**src/rtl/uv_sched_pkg.sv**
```systemverilog
// ---------------------------------------------------------------------------
// uv_sched_pkg
// Shared types and constants for the chroma intra mode-decision sequencer.
//   state_e         : sequencer FSM states
//   DEF_FIXED_COST  : default per-mode header cost, mode m in bits [16m+15:16m]
//   JOIN_*          : bit positions of the completion sources in join_done
//   clamp_lambda    : negative lambda is treated as zero
// ---------------------------------------------------------------------------
package uv_sched_pkg;

   typedef enum logic [2:0] {
      StIdle,
      StIssue,
      StWait,
      StScore,
      StComp,
      StFinish
   } state_e;

   localparam int unsigned DEF_NUM_MODES = 4;

   localparam logic [16*DEF_NUM_MODES-1:0] DEF_FIXED_COST =
      {16'd642, 16'd439, 16'd984, 16'd302};

   localparam int unsigned JOIN_SSE   = 0;
   localparam int unsigned JOIN_DISTO = 1;
   localparam int unsigned JOIN_COST  = 2;

   function automatic logic [31:0] clamp_lambda(input logic [31:0] lambda);
      return lambda[31] ? 32'd0 : lambda;
   endfunction

endpackage

```
**src/rtl/uv_done_join.sv**
```systemverilog
// ---------------------------------------------------------------------------
// uv_done_join
// Sticky join of JOIN_N completion pulses plus a per-candidate watchdog.
//   clk, rst   : clock, asynchronous active-high reset
//   clear      : clear sticky bits and watchdog (one cycle, at candidate issue)
//   enable     : accept pulses and advance the watchdog (candidate waiting)
//   join_done  : completion pulses, one per source
//   all_done   : every source seen, including pulses arriving this cycle
//   timeout    : this enabled cycle brings the watchdog to TIMEOUT_CYC
// ---------------------------------------------------------------------------
module uv_done_join #(
   parameter int unsigned JOIN_N      = 3,
   parameter int unsigned TIMEOUT_CYC = 4096
) (
   input  logic              clk,
   input  logic              rst,
   input  logic              clear,
   input  logic              enable,
   input  logic [JOIN_N-1:0] join_done,
   output logic              all_done,
   output logic              timeout
);

   localparam int unsigned CNT_W = $clog2(TIMEOUT_CYC + 1);

   logic [JOIN_N-1:0] sticky_q, sticky_d, sticky_now;
   logic [CNT_W-1:0]  wd_q, wd_d;

   always_comb begin
      sticky_now = sticky_q | (enable ? join_done : '0);
      sticky_d   = sticky_q;
      wd_d       = wd_q;
      if (clear) begin
         sticky_d = '0;
         wd_d     = '0;
      end else if (enable) begin
         sticky_d = sticky_now;
         if (wd_q != CNT_W'(TIMEOUT_CYC)) begin
            wd_d = wd_q + CNT_W'(1);
         end
      end
   end

   assign all_done = &sticky_now;
   assign timeout  = enable && (wd_q == CNT_W'(TIMEOUT_CYC - 1));

   always_ff @(posedge clk or posedge rst) begin
      if (rst) begin
         sticky_q <= '0;
         wd_q     <= '0;
      end else begin
         sticky_q <= sticky_d;
         wd_q     <= wd_d;
      end
   end

endmodule

```
**src/rtl/uv_mode_sched.sv**
```systemverilog
// ---------------------------------------------------------------------------
// uv_mode_sched
// Walks the UV prediction modes, issues one reconstruct per mode, joins the
// SSE / distortion / cost completions, scores each candidate and keeps the
// best. Ends with done (and sde_start unless the watchdog fired).
//   clk, rst     : clock, asynchronous active-high reset
//   start, abort : run request (accepted in IDLE only), synchronous abort
//   lambda_uv    : signed lambda, negatives clamp to 0
//   fixed_cost   : per-mode header cost, 16 bits per mode
//   join_done    : completion pulses (SSE, distortion, cost)
//   sse, sum     : current candidate SSE and level cost
//   rec_start    : reconstruct start, pred_sel = mode under evaluation
//   cap_best     : strobe to latch the winning candidate's datapath state
//   best_mode, best_score : running winner
//   busy, done, sde_start, timeout_err : run status
// ---------------------------------------------------------------------------
module uv_mode_sched
   import uv_sched_pkg::*;
#(
   parameter int unsigned NUM_MODES   = 4,
   parameter int unsigned JOIN_N      = 3,
   parameter int unsigned SCORE_W     = 64,
   parameter int unsigned TIMEOUT_CYC = 4096
) (
   input  logic                   clk,
   input  logic                   rst,
   input  logic                   start,
   input  logic                   abort,
   input  logic [31:0]            lambda_uv,
   input  logic [16*NUM_MODES-1:0] fixed_cost,
   input  logic [JOIN_N-1:0]      join_done,
   input  logic [31:0]            sse,
   input  logic [31:0]            sum,
   output logic                   rec_start,
   output logic [1:0]             pred_sel,
   output logic                   cap_best,
   output logic [1:0]             best_mode,
   output logic [SCORE_W-1:0]     best_score,
   output logic                   busy,
   output logic                   done,
   output logic                   sde_start,
   output logic                   timeout_err
);

   localparam logic [1:0] LAST_MODE = 2'(NUM_MODES - 1);

   state_e               state_q, state_d;
   logic [1:0]           m_q, m_d;
   logic [SCORE_W-1:0]   score_q, score_d;
   logic [1:0]           best_mode_q, best_mode_d;
   logic [SCORE_W-1:0]   best_score_q, best_score_d;
   logic                 terr_q, terr_d;
   logic                 join_clear, join_en, all_done, wd_timeout;

   logic [15:0]          fixed_m;
   logic [31:0]          lambda_eff;
   logic [SCORE_W-1:0]   base, score_calc;

   uv_done_join #(
      .JOIN_N      (JOIN_N),
      .TIMEOUT_CYC (TIMEOUT_CYC)
   ) u_join (
      .clk       (clk),
      .rst       (rst),
      .clear     (join_clear),
      .enable    (join_en),
      .join_done (join_done),
      .all_done  (all_done),
      .timeout   (wd_timeout)
   );

   // Score arithmetic is modulo 2^SCORE_W by construction.
   assign fixed_m    = fixed_cost[{m_q, 4'b0} +: 16];
   assign lambda_eff = clamp_lambda(lambda_uv);
   assign base       = SCORE_W'({sum, 10'b0}) + SCORE_W'(fixed_m);
   assign score_calc = base * SCORE_W'(lambda_eff) + (SCORE_W'(sse) << 8);

   always_comb begin
      state_d      = state_q;
      m_d          = m_q;
      score_d      = score_q;
      best_mode_d  = best_mode_q;
      best_score_d = best_score_q;
      terr_d       = terr_q;
      rec_start    = 1'b0;
      cap_best     = 1'b0;
      done         = 1'b0;
      sde_start    = 1'b0;
      join_clear   = 1'b0;
      join_en      = 1'b0;

      unique case (state_q)
         StIdle: begin
            if (start) begin
               state_d = StIssue;
               m_d     = '0;
               terr_d  = 1'b0;
            end
         end
         StIssue: begin
            rec_start  = 1'b1;
            join_clear = 1'b1;
            state_d    = StWait;
         end
         StWait: begin
            join_en = 1'b1;
            if (all_done) begin
               state_d = StScore;
            end else if (wd_timeout) begin
               terr_d  = 1'b1;
               state_d = StFinish;
            end
         end
         StScore: begin
            score_d = score_calc;
            state_d = StComp;
         end
         StComp: begin
            // Strict compare: ties keep the earlier mode.
            if ((m_q == 2'd0) || (score_q < best_score_q)) begin
               cap_best     = 1'b1;
               best_mode_d  = m_q;
               best_score_d = score_q;
            end
            if (m_q == LAST_MODE) begin
               state_d = StFinish;
            end else begin
               m_d     = m_q + 2'd1;
               state_d = StIssue;
            end
         end
         StFinish: begin
            done      = 1'b1;
            sde_start = ~terr_q;
            state_d   = StIdle;
         end
         default: state_d = StIdle;
      endcase

      // Abort wins over everything in flight; winner registers hold.
      if (abort && (state_q != StIdle)) begin
         state_d      = StIdle;
         cap_best     = 1'b0;
         done         = 1'b0;
         sde_start    = 1'b0;
         best_mode_d  = best_mode_q;
         best_score_d = best_score_q;
         terr_d       = terr_q;
      end
   end

   always_ff @(posedge clk or posedge rst) begin
      if (rst) begin
         state_q      <= StIdle;
         m_q          <= '0;
         score_q      <= '0;
         best_mode_q  <= '0;
         best_score_q <= '0;
         terr_q       <= 1'b0;
      end else begin
         state_q      <= state_d;
         m_q          <= m_d;
         score_q      <= score_d;
         best_mode_q  <= best_mode_d;
         best_score_q <= best_score_d;
         terr_q       <= terr_d;
      end
   end

   assign pred_sel    = ((state_q == StIssue) || (state_q == StWait) ||
                         (state_q == StScore) || (state_q == StComp)) ? m_q : 2'd0;
   assign busy        = (state_q != StIdle);
   assign best_mode   = best_mode_q;
   assign best_score  = best_score_q;
   assign timeout_err = terr_q;

endmodule

```
**config.mk**
```make
export PLATFORM = sky130hd
export DESIGN_NAME = uv_mode_sched
export DESIGN_NICKNAME = d
export VERILOG_FILES = /design/src/rtl/uv_sched_pkg.sv /design/src/rtl/uv_done_join.sv /design/src/rtl/uv_mode_sched.sv
export SDC_FILE = /design/constraint.sdc
export NUM_CORES = 2
export LEC_CHECK = 0
export CAP_MARGIN = 20
export CORE_MARGIN = 2
export CORE_UTILIZATION = 40
export CTS_CLUSTER_DIAMETER = 80
export DETAILED_ROUTE_END_ITERATION = 10
export PLACE_DENSITY_LB_ADDON = 0.3
export SLEW_MARGIN = 20
export SYNTH_ARGS = -nofsm -noshare
export SYNTH_HDL_FRONTEND = slang
export SYNTH_HIERARCHICAL = 1
export SYNTH_SLANG_ARGS = --single-unit
```
**constraint.sdc**
```tcl
create_clock -name clk -period 19 [get_ports clk]
set_clock_uncertainty 0.2 [all_clocks]
set_input_delay 3.8 -clock clk [delete_from_list [all_inputs] [get_ports clk]]
set_output_delay 3.8 -clock clk [all_outputs]
set_load 0.02 [all_outputs]
```
======== Word level (Yosys, flattened, before mapping) ========
Index checks and enable logic that the tools add are counted.
operators by class
  bitwise operators ....................... 3
  magnitude comparators ................... 1
  reduce and logical (&&, ||, !) cells .... 19
  add/sub/neg operators ................... 4
  multiplexer cells ....................... 30
  shift-type cells ........................ 1
  $mul .................................... 1
  eq/ne operators ......................... 14
operators with widths
  operator                 count
  $add A64 B40 Y64         1
  $lt A64 B64 Y1           1
  $mul A43 B31 Y64         1
  $shiftx A64 B7 Y16       1
  $add A42 B16 Y43         1
  $mux W13                 3
  $mux W31                 1
  $mux W3                  8
  $pmux W3 S5              1
  $add A13 B1 Y13 const B  1
  $eq A13 B12 Y1 const B   1
  $ne A13 B13 Y1 const B   1
  $mux W1                  12
  $reduce_and A3 Y1        3
  $reduce_bool A2 Y1       4
  $eq A3 B2 Y1 const B     2
  $eq A3 B3 Y1 const B     2
  $mux W2                  3
  $ne A2 B2 Y1 const B     3
  $reduce_and A5 Y1        1
  $logic_or A1 B1 Y1       4
  $ne A4 B3 Y1 const B     1
  $pmux W2 S2              1
  $reduce_and A2 Y1        2
  12 further kinds         14
word-level totals
  output and inout port bits .............. 74
  register bits ........................... 152

======== Logic depth before layout (Yosys ltp) ========
  depth in word-level cells ............... 8
  depth in mapped cells ................... 44
  depth with buffers taken out ............ 39

======== Hierarchy ========
Netlist, hierarchy kept.
by module, submodules not included
  module         area each (sq um)  cells each  times used
  uv_mode_sched  47,885.9           5,386       1
  uv_done_join   872.1              94          1

======== Least setup slack after synthesis ========
No wires, ideal clock.
  path type ............................... input port to flip-flop
  start point ............................. in fixed_cost[59]
  end point ............................... reg score_q[57]
  arrival ................................. 12,918 ps
  buffers on the path ..................... 2
  stages .................................. 37
  required time ........................... 18,665 ps
  slack ................................... 5,747 ps
  path through ............................ mux4_2 -> ha_1 -> a211o_1 -> o211ai_1 -> a21boi_0 -> nor2_1 -> nor2b_1 -> o21ai_1 -> xor2_1 -> clkbuf_1 -> nor2_1 -> fa_1 -> inv_1 -> fa_1 -> inv_1 -> fa_1 -> fa_1 -> inv_1 -> fa_1 -> inv_1 -> fa_1 -> fa_1 -> inv_1 -> fa_1 -> inv_1 -> ha_1 -> clkbuf_1 -> a21o_1 -> a221o_1 -> a21oi_1 -> nand4_1 -> o2bb2ai_1 -> o31ai_1 -> a31o_2 -> a311oi_1 -> xor2_1 -> o21ai_0
between the ends
  longest elaborated chain between the ends .. 4
RTL lines
  element                 RTL line              source
  start: declaration      uv_mode_sched.sv:30   input logic [16*NUM_MODES-1:0] fixed_cost,
  $shiftx A64 B7 Y16      uv_mode_sched.sv:73   assign fixed_m = fixed_cost[{m_q, 4'b0} +: 16];
  $add A42 B16 Y43        uv_mode_sched.sv:75   assign base = SCORE_W'({sum, 10'b0}) + SCORE_W'(fixed_m);
  $mul A43 B31 Y64        uv_mode_sched.sv:76   assign score_calc = base * SCORE_W'(lambda_eff) + (SCORE_W'(sse) << 8);
  $add A64 B40 Y64        uv_mode_sched.sv:76
  end signal: assignment  uv_mode_sched.sv:163  score_q <= score_d;
  end: declaration        uv_mode_sched.sv:49   logic [SCORE_W-1:0] score_q, score_d;
Every way passes these cells.
A chain may end at the register's enable or synchronous reset.

======== Worst setup path after layout ========
  start point ............................. in fixed_cost[59]
  end point ............................... reg score_q[56]
The elaborated chain is that of the path after synthesis.

==> reports/metrics.cfg <==
[run_status]
outcome=complete, no violations

[clocking]
h-tree-depth=4
numCtsBuffers=17
cts_hold_buf=0
cts_tree=built
clk_latency_ps=440
cts_sinks=152
postCtsSetupBuffers=0
path_clk_slew_ps=70
cts.repair.resized=0
clk_path_buf_depth=2
clockRootBuffer=clkbuf_16

[global_routing]
met2_usage=0.4316
grt_pass1_vias=40410
grtUsageMet1=0.3060
antenna_found_initial=2
grt_max_degree=72
grt_util_met3=0.04667
grt.overflow.total=0
grt-busiest-layer=met2
grt_use_total=0.2536
grt_pass1_wl_mm=238.9

[synth]
synthFlopType=dfrtp_1
ys_async_sr_fraction=1.000
synth_top_family_by_area=adder cells
synth_top_cell_by_area=fa_1
yosys.area_share.simple=0.1470
synth.area.top_cells=fa_1, inv_1, dfrtp_1, ha_1, nand2_1
yosysSeqAreaShare=0.07801
synth.avg_cell_area_um2=8.897
muxShareOfSynthArea=0.02415
postSynthCellCount=5480
synth_cell_types=80
synth_area_um2=48760
synth_edf_count=0
synth_nets=7111
synth-compound-area-share=0.04450
ys_ff_latch=152
synth_top_cell_area_share=0.4828
synth_xor_area_frac=0.02538
synthAdderAreaFrac=0.5570
yosys_warnings=6

[critical_path]
end_kind=register
start_kind=input pin
crit_family=adder cells
crit_arrival_ps=14650
path_class=in2reg
cpMostUsedCell=fa_1
cp_data_required_time_ps=19120
cpPeakStageDelay_ps=590
crit_slowest_cell=a211oi_1
critPathBufInv=9
critPathMaxFanout=13

[drt]
wirelength_mm=155.2
drt-initial-drc-count=2483
firstDrtPassIters=5
routedWlPerCell_um=21.51
routed_via_density=5.193
drc=0
antenna_left=0
num_vias=37470

[timing]
rsz0062_at_grt=false
max-slew-margin-rel=0.2430
max_freq_mhz=68.81
setup_tns_ps=0
worst_slew_pin_slew_ps=1135
setup_viol=0
final_hold_viol_count=0
slew_violations=0
period_share=0.7649
min_period_ps=14530

[floorplan]
core_area_um2=121400
die_y_um=353.1
fp-row-count=128
die_x_um=353.1
start_util=0.4016
die-area_um2=124700
ios=241

[job]
maxCapViolCount=0

[layout]
drive_gt1_frac=0.05388
n_fill_cell=11920
final_cell_mix=inv_1, fa_1, nand2_1, nor2_1, ha_1
final_common_cell=inv_1
fin_util=0.4432
area_growth_pct=10.34
fin_nets=7206

[hold_path]
hold_class=reg2reg

[placed_design]
gp_congestion=0.9282
io_buffers=240
hpwlAfterDp_mm=127.9

## area by class of cell
cell class | count | area, µm² | area share
clock buffers | 19 | 432.9 | 0.008047
inverters | 1321 | 4964 | 0.09226
clock inverters | 12 | 166.4 | 0.003093
well taps | 1625 | 2033 | 0.03779
multi-input cells | 3729 | 39140 | 0.7275
repair buffers | 354 | 3253 | 0.06047
flip-flops and latches | 152 | 3806 | 0.07075
diodes | 3 | 7.507 | 0.0001395
## per-layer routing
metal	vias up	share of wire
li1	16120	-
met1	19550	0.37
met2	1422	0.49
met3	380	0.077
met4	2	0.063
met5	-	0.000084
## flip-flops by register name, summed over array words and instances (netlist names)
signal and flops:
u_join/wd_q 13, state_q 3, u_join/sticky_q 3, m_q 2
timeout_err 1, best_mode 2, score_q 64, best_score 64
## cell families after synthesis
| family | Yosys count |
|---|---|
| fa+ha+maj | 1465 |
| flops | 152 |
| mux | 92 |
| xor+xnor | 135 |
| buf+inv | 1599 |
| compound gates | 344 |
| simple gates | 1693 |
## Yosys cell counts, types with 18 or more instances
library cell,instances
inv_1,1321
fa_1,1176
nand2_1,848
nor2_1,536
ha_1,288
clkbuf_1,248
dfrtp_1,152
a21oi_1,96
o21ai_0,88
xnor2_1,78
mux2_2,73
nand2b_1,71
a21o_1,64
and2_1,62
xor2_1,52
nor2b_1,48
nand4_1,27
nand3_1,26
buf_1,18
## final timing paths
kind | from | to | slack [ps] | cells past startpoint
max | fixed_cost[59] | score_q[56] | 4470 | 38
min | u_join/sticky_q[2] | u_join/sticky_q[2] | 300 | 2
max reg2reg | m_q[0] | score_q[56] | 6940 | 38
min reg2reg | u_join/sticky_q[2] | u_join/sticky_q[2] | 300 | 2
max in group asynchronous | rst | m_q[0] | 13550 | 3
min in group asynchronous | rst | best_mode[0] | 3650 | 2
## worst reg2reg max path, delay by kind of cell, from the launching register on
| family | cells | cell delay, ps |
|---|---|---|
| flops | 1 | 690 |
| fa+ha+maj | 10 | 4710 |
| buf+inv | 9 | 1150 |
| mux | 1 | 600 |
| compound gates | 10 | 3140 |
| xor+xnor | 1 | 150 |
| simple gates | 7 | 1310 |
## per-stage QoR
stage | setup WS [ps] | instance area, µm² | hold slack [ps] | instances
detailed placement | 4189 | 53190 | 282.2 | 7181
floorplan | 5747 | 48760 | 250.0 | 5480
finish | 4467 | 53800 | 295.7 | 7215
global placement | 4365 | 53190 | 272.1 | 7181
CTS | 4657 | 53790 | 297.4 | 7212
global route | 3994 | 53790 | 319.9 | 7212
Power is left out: the tool's default activity adds up to more than one toggle a clock period on the data nets, which glitch-free logic cannot reach.
